--- src/rtl/mbinit_sb_msg_arbiter.sv ---
// rtl/mbinit_sb_msg_arbiter.sv - two-slot sideband message arbiter for MBINIT sub-FSMs
module mbinit_sb_msg_arbiter #(
  parameter int SB_MSG_Width = 4,
  parameter int ARB_MODE     = 0,
  parameter int TIMEOUT_CYC  = 64
) (
  input  logic                    i_clk,
  input  logic                    i_rst,
  input  logic                    i_en,
  input  logic                    i_tx_req,
  input  logic [SB_MSG_Width-1:0] i_tx_msg,
  output logic                    o_tx_ready,
  output logic                    o_tx_ack,
  input  logic                    i_rx_req,
  input  logic [SB_MSG_Width-1:0] i_rx_msg,
  output logic                    o_rx_ready,
  output logic                    o_rx_ack,
  input  logic                    i_sb_busy,
  output logic [SB_MSG_Width-1:0] o_encoded_sb_msg,
  output logic                    o_msg_valid,
  output logic                    o_grant_rx,
  output logic                    o_timeout_err,
  output logic                    o_protocol_err
);

  localparam int CW = $clog2(TIMEOUT_CYC + 1);
  localparam logic [CW-1:0] CNT_LAST = CW'(TIMEOUT_CYC - 1);

  typedef enum logic [1:0] {IDLE, SEND, WAIT_BUSY, WAIT_DONE} state_t;

  state_t                  state_q, state_d;
  logic                    tx_full_q, rx_full_q;
  logic [SB_MSG_Width-1:0] tx_msg_q, rx_msg_q;
  logic                    grant_rx_q, grant_rx_d;
  logic [CW-1:0]           cnt_q, cnt_d;
  logic                    timeout_q, protocol_q;
  logic                    pick_rx;
  logic                    ack_fire, timeout_fire;
  logic                    tx_clear, rx_clear;
  logic                    run;

  // Flush (i_en low) behaves exactly like reset.
  assign run = i_en & ~i_rst;

  // Winner choice when leaving IDLE; a lone full slot always wins.
  always_comb begin
    pick_rx = rx_full_q;
    if (tx_full_q && rx_full_q) begin
      pick_rx = (ARB_MODE == 0) ? 1'b1 : ~grant_rx_q;
    end
  end

  // Next-state logic; ack and timeout are decided in the cycle they happen.
  always_comb begin
    state_d      = state_q;
    grant_rx_d   = grant_rx_q;
    cnt_d        = cnt_q;
    ack_fire     = 1'b0;
    timeout_fire = 1'b0;
    case (state_q)
      IDLE: begin
        if ((tx_full_q || rx_full_q) && !i_sb_busy) begin
          state_d    = SEND;
          grant_rx_d = pick_rx;
        end
      end
      SEND: begin
        state_d = WAIT_BUSY;
        cnt_d   = '0;
      end
      WAIT_BUSY: begin
        if (i_sb_busy) begin
          state_d = WAIT_DONE;
        end else if (cnt_q == CNT_LAST) begin
          timeout_fire = 1'b1;
          state_d      = IDLE;
        end else begin
          cnt_d = cnt_q + 1'b1;
        end
      end
      WAIT_DONE: begin
        if (!i_sb_busy) begin
          ack_fire = 1'b1;
          state_d  = IDLE;
        end
      end
      default: state_d = IDLE;
    endcase
  end

  assign tx_clear = (ack_fire | timeout_fire) & ~grant_rx_q;
  assign rx_clear = (ack_fire | timeout_fire) &  grant_rx_q;

  // FSM, grant pointer and timeout counter registers.
  always_ff @(posedge i_clk) begin
    if (!run) begin
      state_q    <= IDLE;
      grant_rx_q <= 1'b0;
      cnt_q      <= '0;
    end else begin
      state_q    <= state_d;
      grant_rx_q <= grant_rx_d;
      cnt_q      <= cnt_d;
    end
  end

  // Holding slots and sticky errors; a request into a full slot is dropped.
  always_ff @(posedge i_clk) begin
    if (!run) begin
      tx_full_q  <= 1'b0;
      rx_full_q  <= 1'b0;
      tx_msg_q   <= '0;
      rx_msg_q   <= '0;
      timeout_q  <= 1'b0;
      protocol_q <= 1'b0;
    end else begin
      if (i_tx_req && !tx_full_q) begin
        tx_full_q <= 1'b1;
        tx_msg_q  <= i_tx_msg;
      end else if (tx_clear) begin
        tx_full_q <= 1'b0;
      end
      if (i_rx_req && !rx_full_q) begin
        rx_full_q <= 1'b1;
        rx_msg_q  <= i_rx_msg;
      end else if (rx_clear) begin
        rx_full_q <= 1'b0;
      end
      if ((i_tx_req && tx_full_q) || (i_rx_req && rx_full_q)) protocol_q <= 1'b1;
      if (timeout_fire) timeout_q <= 1'b1;
    end
  end

  assign o_msg_valid      = run & (state_q == SEND);
  assign o_encoded_sb_msg = (run && state_q != IDLE) ? (grant_rx_q ? rx_msg_q : tx_msg_q) : '0;
  assign o_grant_rx       = run & grant_rx_q;
  assign o_tx_ack         = run & ack_fire & ~grant_rx_q;
  assign o_rx_ack         = run & ack_fire &  grant_rx_q;
  assign o_timeout_err    = run & (timeout_q | timeout_fire);
  assign o_protocol_err   = run & protocol_q;
  assign o_tx_ready       = i_en & (i_rst | ~tx_full_q);
  assign o_rx_ready       = i_en & (i_rst | ~rx_full_q);

endmodule

--- config.mk ---
export PLATFORM = sky130hd
export DESIGN_NAME = mbinit_sb_msg_arbiter
export DESIGN_NICKNAME = d
export VERILOG_FILES = /design/src/rtl/mbinit_sb_msg_arbiter.sv
export SDC_FILE = /design/constraint.sdc
export NUM_CORES = 1
export LEC_CHECK = 0
export ABC_CLOCK_PERIOD_IN_PS = 2100
export BUFFER_PORTS_ARGS = -buffer_cell sky130_fd_sc_hd__buf_2
export CAP_MARGIN = 5
export CELL_PAD_IN_SITES_DETAIL_PLACEMENT = 2
export CELL_PAD_IN_SITES_GLOBAL_PLACEMENT = 2
export CORE_MARGIN = 2
export CORE_UTILIZATION = 33
export DETAILED_ROUTE_END_ITERATION = 8
export PLACE_DENSITY = 0.93
export SLEW_MARGIN = 20
export SYNTH_ARGS = -nofsm -noshare
export SYNTH_HDL_FRONTEND = slang
export SYNTH_SLANG_ARGS = --single-unit
--- constraint.sdc ---
create_clock -name i_clk -period 2.1 [get_ports i_clk]
set_input_delay 0.21 -clock i_clk [delete_from_list [all_inputs] [get_ports i_clk]]
set_output_delay 0.21 -clock i_clk [all_outputs]
set_load 0.005 [all_outputs]
## Word level (Yosys, flattened, before mapping)

Index checks and enable logic that the tools add are counted.

- Logic and storage cells: 79
- ROM bits: 0
- Input bits: 14
- Memories kept: 0
- Output and inout bits: 12
- Register bits: 22
- Bits in latches: 0
- Memory bits (writable): 0

- Muxes and demuxes: 20
- Shifts and indexed selects: 0
- $mul: 0
- Add/subtract/negate cells: 1
- Divide/modulo/power cells: 0
- Reductions and logical operators: 20
- Equality and inequality tests: 9
- Bitwise operators: 20
- $lt $le $gt $ge: 0

Operators by type and width:

| operator | number |
|---|---|
| 7-bit two-way mux | 2 |
| 7-bit case mux with 2 select lines | 1 |
| 1-bit bitwise AND | 12 |
| 1-bit two-way mux | 10 |
| 2-bit two-way mux | 4 |
| 4-bit two-way mux | 2 |
| 2-bit inequality test, second input constant | 4 |
| 2-bit case mux with 4 select lines | 1 |
| 2-bit nonzero test | 4 |
| 7-bit by 1-bit adder with 7-bit output, second input constant | 1 |
| 7-bit by 6-bit == test with 1-bit output, second input constant | 1 |
| 1-bit logical AND | 7 |
| 3-bit AND reduction | 2 |
| 2-bit == test, second input constant | 2 |
| 1-bit inverter | 4 |
| 1-bit OR | 4 |
| 1-bit zero test | 3 |
| 3-bit inequality test, second input constant | 1 |
| 2-bit by 1-bit == test with 1-bit output, second input constant | 1 |
| 2-bit zero test | 1 |
| 1-bit logical OR | 2 |
| 2-bit AND reduction | 1 |

## Longest topological paths before layout

- Depth after elaboration: 8
- Gate-level depth with buffers: 5
- Depth with buffers taken out: 4

## Worst setup path after synthesis

OpenSTA, ideal clock, no wires.

- Path type: register to register
- Start point: reg cnt_q[0]
- End point: reg cnt_q[5]
- Setup slack: 0.759 ns
- Buffers on the path: 0
- Data required time: 2.028 ns
- Library setup time: 0.072 ns
- Stages on the path, launching flop included: 5
- Arrival time: 1.269 ns
- Period minus slack after synthesis: 1.341 ns
- Path through: dfxtp_1 ha_1 and3b_1 nor4_1 mux2i_1

- Cells in the longest elaborated chain, start to end: 4
- Elaborated cells on any way between the ends: 7
- Classes of those cells: add/sub: 1; eq/ne: 2; mux: 3; reduce/logical: 1

Ends and longest elaborated chain:

| item | line | source |
|---|---|---|
| start: declaration | 35 | `logic [CW-1:0] cnt_q, cnt_d;` |
| start signal: assignment | 103 | `cnt_q <= cnt_d;` |
| 7-bit by 1-bit adder with 7-bit output | 78 | `cnt_d = cnt_q + 1'b1;` |
| 7-bit two-way mux | 74 | `end else if (cnt_q == CNT_LAST) begin` |
| 7-bit two-way mux | 72 | `if (i_sb_busy) begin` |
| 7-bit case mux with 2 select lines | 60 | `case (state_q)` |

Parallel ways exist; a longest one is shown, timed or not. The select of a mux whose other input is x is not followed.
A chain may end at the register's enable or synchronous reset.

## Worst setup path after layout

- Start point: reg cnt_q[0]
- End point: out o_timeout_err

- Cells in the longest elaborated chain, start to end: 6

Ends and longest elaborated chain:

| item | line | source |
|---|---|---|
| 7-bit by 6-bit == test with 1-bit output | 74 |  |
| 1-bit two-way mux | 74 |  |
| 1-bit two-way mux | 72 |  |
| 1-bit two-way mux | 60 |  |
| 1-bit OR | 139 | `assign o_timeout_err = run & (timeout_q \| timeout_fire);` |
| 1-bit bitwise AND | 139 |  |
| end: declaration | 22 | `output logic o_timeout_err,` |

No other way between the ends.

==> run_results.csv <==
group,metric,value,unit
run_status,status,"finished clean",
critical_path,cp_cell_sequence,"ha_1 -> and3b_1 -> a31oi_1 -> nor2_1 -> buf_2",
floorplan,initial_core_util,35.4,%
critical_path,cp_max_fo,5,
finish,final_core_util,41.6,%
synthesis,syn_area,1100,um2
synthesis,synth_edf_count,0,
timing,maxSlewViolCount,0,
clock_network,cts_buffer_depth,2,
pwr,power_density,577,nW/um2
detailed_routing,remaining_drc_errors,0,
placed_design,io_buffers,25,
critical_path,arrival,1.71,ns
detailed_routing,detail-route-antenna-nets,0,
placed_design,gp_congestion,0.713,
critical_path,r2r_end,"cnt_q[5]$_SDFFE_PN0P_",
floorplan,core-area,3100,um2
job,drv_cap,0,
clock_network,clk-insertion-delay-late,0.31,ns
pwr,ir_drop,0.247,mV
clock_network,cts_tree,"yes",
floorplan,fp-row-count,20,
clock_network,post_cts_resize_count,0,
floorplan,io_pins,26,
synthesis,synth_cells,125,
synthesis,ys_top_cells_by_area,"dfxtp_1 40%, mux2i_1 15%, nor2_1 6.5%, nand3_1 4.6%, nor2b_1 2.8%",
critical_path,cp-endpoint,"o_timeout_err",
floorplan,die_h,61.7,um
critical_path,rrSetupSlack,0.61,ns
critical_path,start_kind,"flop",
clock_network,clockRootBuffer,"clkbuf_4",
finish,area_growth_syn_to_layout,17.4,%
timing,max_slew_margin,57.6,%
critical_path,cp-startpoint,"cnt_q[0]$_SDFFE_PN0P_",
grt,grt_first_pass_wirelength,5350,um
pwr,power_leakage,0.550,nW
grt,grt_max_degree,15,
grt,grt_usage,19.3,%
synthesis,synthArstFlopShare,0,%
finish,layout_common_cells,"25 x buf_2, 22 x dfxtp_1, 19 x nor2_1, 16 x mux2i_1, 10 x nand3_1",
timing,setup_slack,0.178,ns
finish,layout.cells.most_common,"buf_2",
clock_network,cts_made_buffers,3,
detailed_routing,drt_iter0_drc,8,
timing,post-route-period-util,91.5,%
synthesis,synth.distinct_cells,32,
floorplan,fp.dieW,61.7,um
clock_network,cts_hold_buf,0,
placed_design,hpwl,2470,um
grt,antenna_found_initial,0,
clock_network,cts_setup_buffers,0,
grt,grt_pass1_vias,1069,
synthesis,syn_area_per_cell,8.80,um2
critical_path,critPathMaxStageDelay,0.41,ns
detailed_routing,avgViaCountPerCell,5.31,
detailed_routing,drt-total-wl,3280,um
critical_path,rr_worst_depth,4,
timing,setup_tns,0,ns
clock_network,clkSinkCount,22,
synthesis,synth_top_area_share,40.0,%
detailed_routing,first_pass_iters,4,
finish,layout.nets,164,
detailed_routing,vias,1019,
timing,hold_viol,0,
clock_network,cts.clk_slew.worst_paths,0.13,ns
finish,num_antenna_cells,0,
critical_path,path_class,"reg -> out",
placed_design,place_area,1250,um2
floorplan,die-area,3810,um2
timing,grt_setup_unrepaired,"false",
critical_path,worstReg2RegStart,"cnt_q[0]$_SDFFE_PN0P_",
synthesis,ys_warn_count,0,
synthesis,synth_top_cell_by_area,"dfxtp_1",
critical_path,required,1.89,ns
synthesis,ys.flop_type,"dfxtp_1",
synthesis,ys_seq_elements,22,
clock_network,htreeDepth,1,
detailed_routing,wl_per_cell,17.1,um
finish,final_area,1290,um2
timing,setup_viol,0,
hold_path,min_path_type,"in -> reg",
critical_path,endpoint_kind,"output port",
timing,max_freq,0.520,GHz
pwr,power.total,744,uW
timing,worst_slew_pin_slew,0.630,ns
timing,fin_crit,1.92,ns
finish,layout-drive-gt1-share,21.6,%
timing,skew,0.00414,ns
synthesis,synth_nets,140,
synthesis,ys_seq_area_share,40.0,%
grt,globalRoute.totalOverflow,0,
placed_design,place_ws,0.517,ns
critical_path,cp_slowest_cell,"dfxtp_1",
per-layer routing:
metal  vias up  GRT usage [%]  part of all wire, %
met3         6           3.11                  2.0
met1       503           24.2                   45
met2        20           33.1                   52
li1        490              -                    -
met4         0           7.60                  1.6
met5         -              0                    0
critical path, delay by kind of cell (launching register included):
| family | cells | cell delay, ns |
|---|---|---|
| DFF | 1 | 0.41 |
| and+or+nand+nor | 2 | 0.45 |
| buffers and inverters | 1 | 0.14 |
| AOI/OAI and AO/OA | 1 | 0.16 |
| adders and majority gates | 1 | 0.25 |
final cells by class:
class	instances	area, um2
fill	361	1810
multi-input combinational	94	619
sequential	22	440
timing repair buffer	26	133
tap	44	55.1
clock buffer	4	36.3
inverter	2	7.51
synth_stat cells, drive strengths merged (2+ instances only):
cell type and count:
nand3 10, o211ai 3, nand2 5, clkbuf 3, nand2b 2, buf 4
nor2 19, a31oi 2, mux2i 16, nand3b 3, o21ai 5, and3 4
inv 2, dfxtp 22, nor2b 5, a21boi 3, a21oi 4, a21o 2
worst min-delay path by stage:
stage,slack [ns],from,end,depth (start not counted)
final,0.14,i_tx_msg[2],tx_msg_q[2]$_SDFFE_PN0P_,3
after global routing,0.13,i_rx_msg[3],rx_msg_q[3]$_SDFFE_PN0P_,3
after CTS,0.13,i_tx_msg[2],tx_msg_q[2]$_SDFFE_PN0P_,3
after detailed placement,0.44,timeout_q$_SDFFE_PN0P_,timeout_q$_SDFFE_PN0P_,2
after global placement,0.44,timeout_q$_SDFFE_PN0P_,timeout_q$_SDFFE_PN0P_,2
after floorplan,0.35,i_sb_busy,state_q[0]$_SDFFE_PN0P_,2
where the power goes:
| group | internal (mW) | leakage, nW | switching, mW |
|---|---|---|---|
| logic | 0.0307 | 0.350 | 0.0402 |
| registers | 0.426 | 0.178 | 0.00990 |
| clock network | 0.106 | 0.0210 | 0.132 |
per-stage QoR:
| stage | cells | hold WS, ns |
|---|---|---|
| global placement | 188 | 0.437 |
| detailed placement | 188 | 0.444 |
| floorplan | 125 | 0.355 |
| CTS | 192 | 0.127 |
| finish | 192 | 0.141 |
| global route | 192 | 0.131 |
sequential cells by signal, indices dropped and copies added (netlist names):
name,cells
cnt_q,7
rx_msg_q,4
tx_msg_q,4
state_q,2
grant_rx_q,1
protocol_q,1
rx_full_q,1
timeout_q,1
tx_full_q,1
kinds of logic (layout without fill, tap and decap cells):
family | count (synthesis) | count (layout) | synth area share, %
compound gates | 22 | 22 | 13.9
xor+xnor | 1 | 1 | 0.797
fa+ha+maj | 1 | 1 | 1.14
buf+inv | 9 | 32 | 3.64
flops | 22 | 22 | 40.0
mux | 16 | 16 | 14.6
simple gates | 54 | 54 | 25.9
Note: power is estimated with default switching activity, not from simulation.
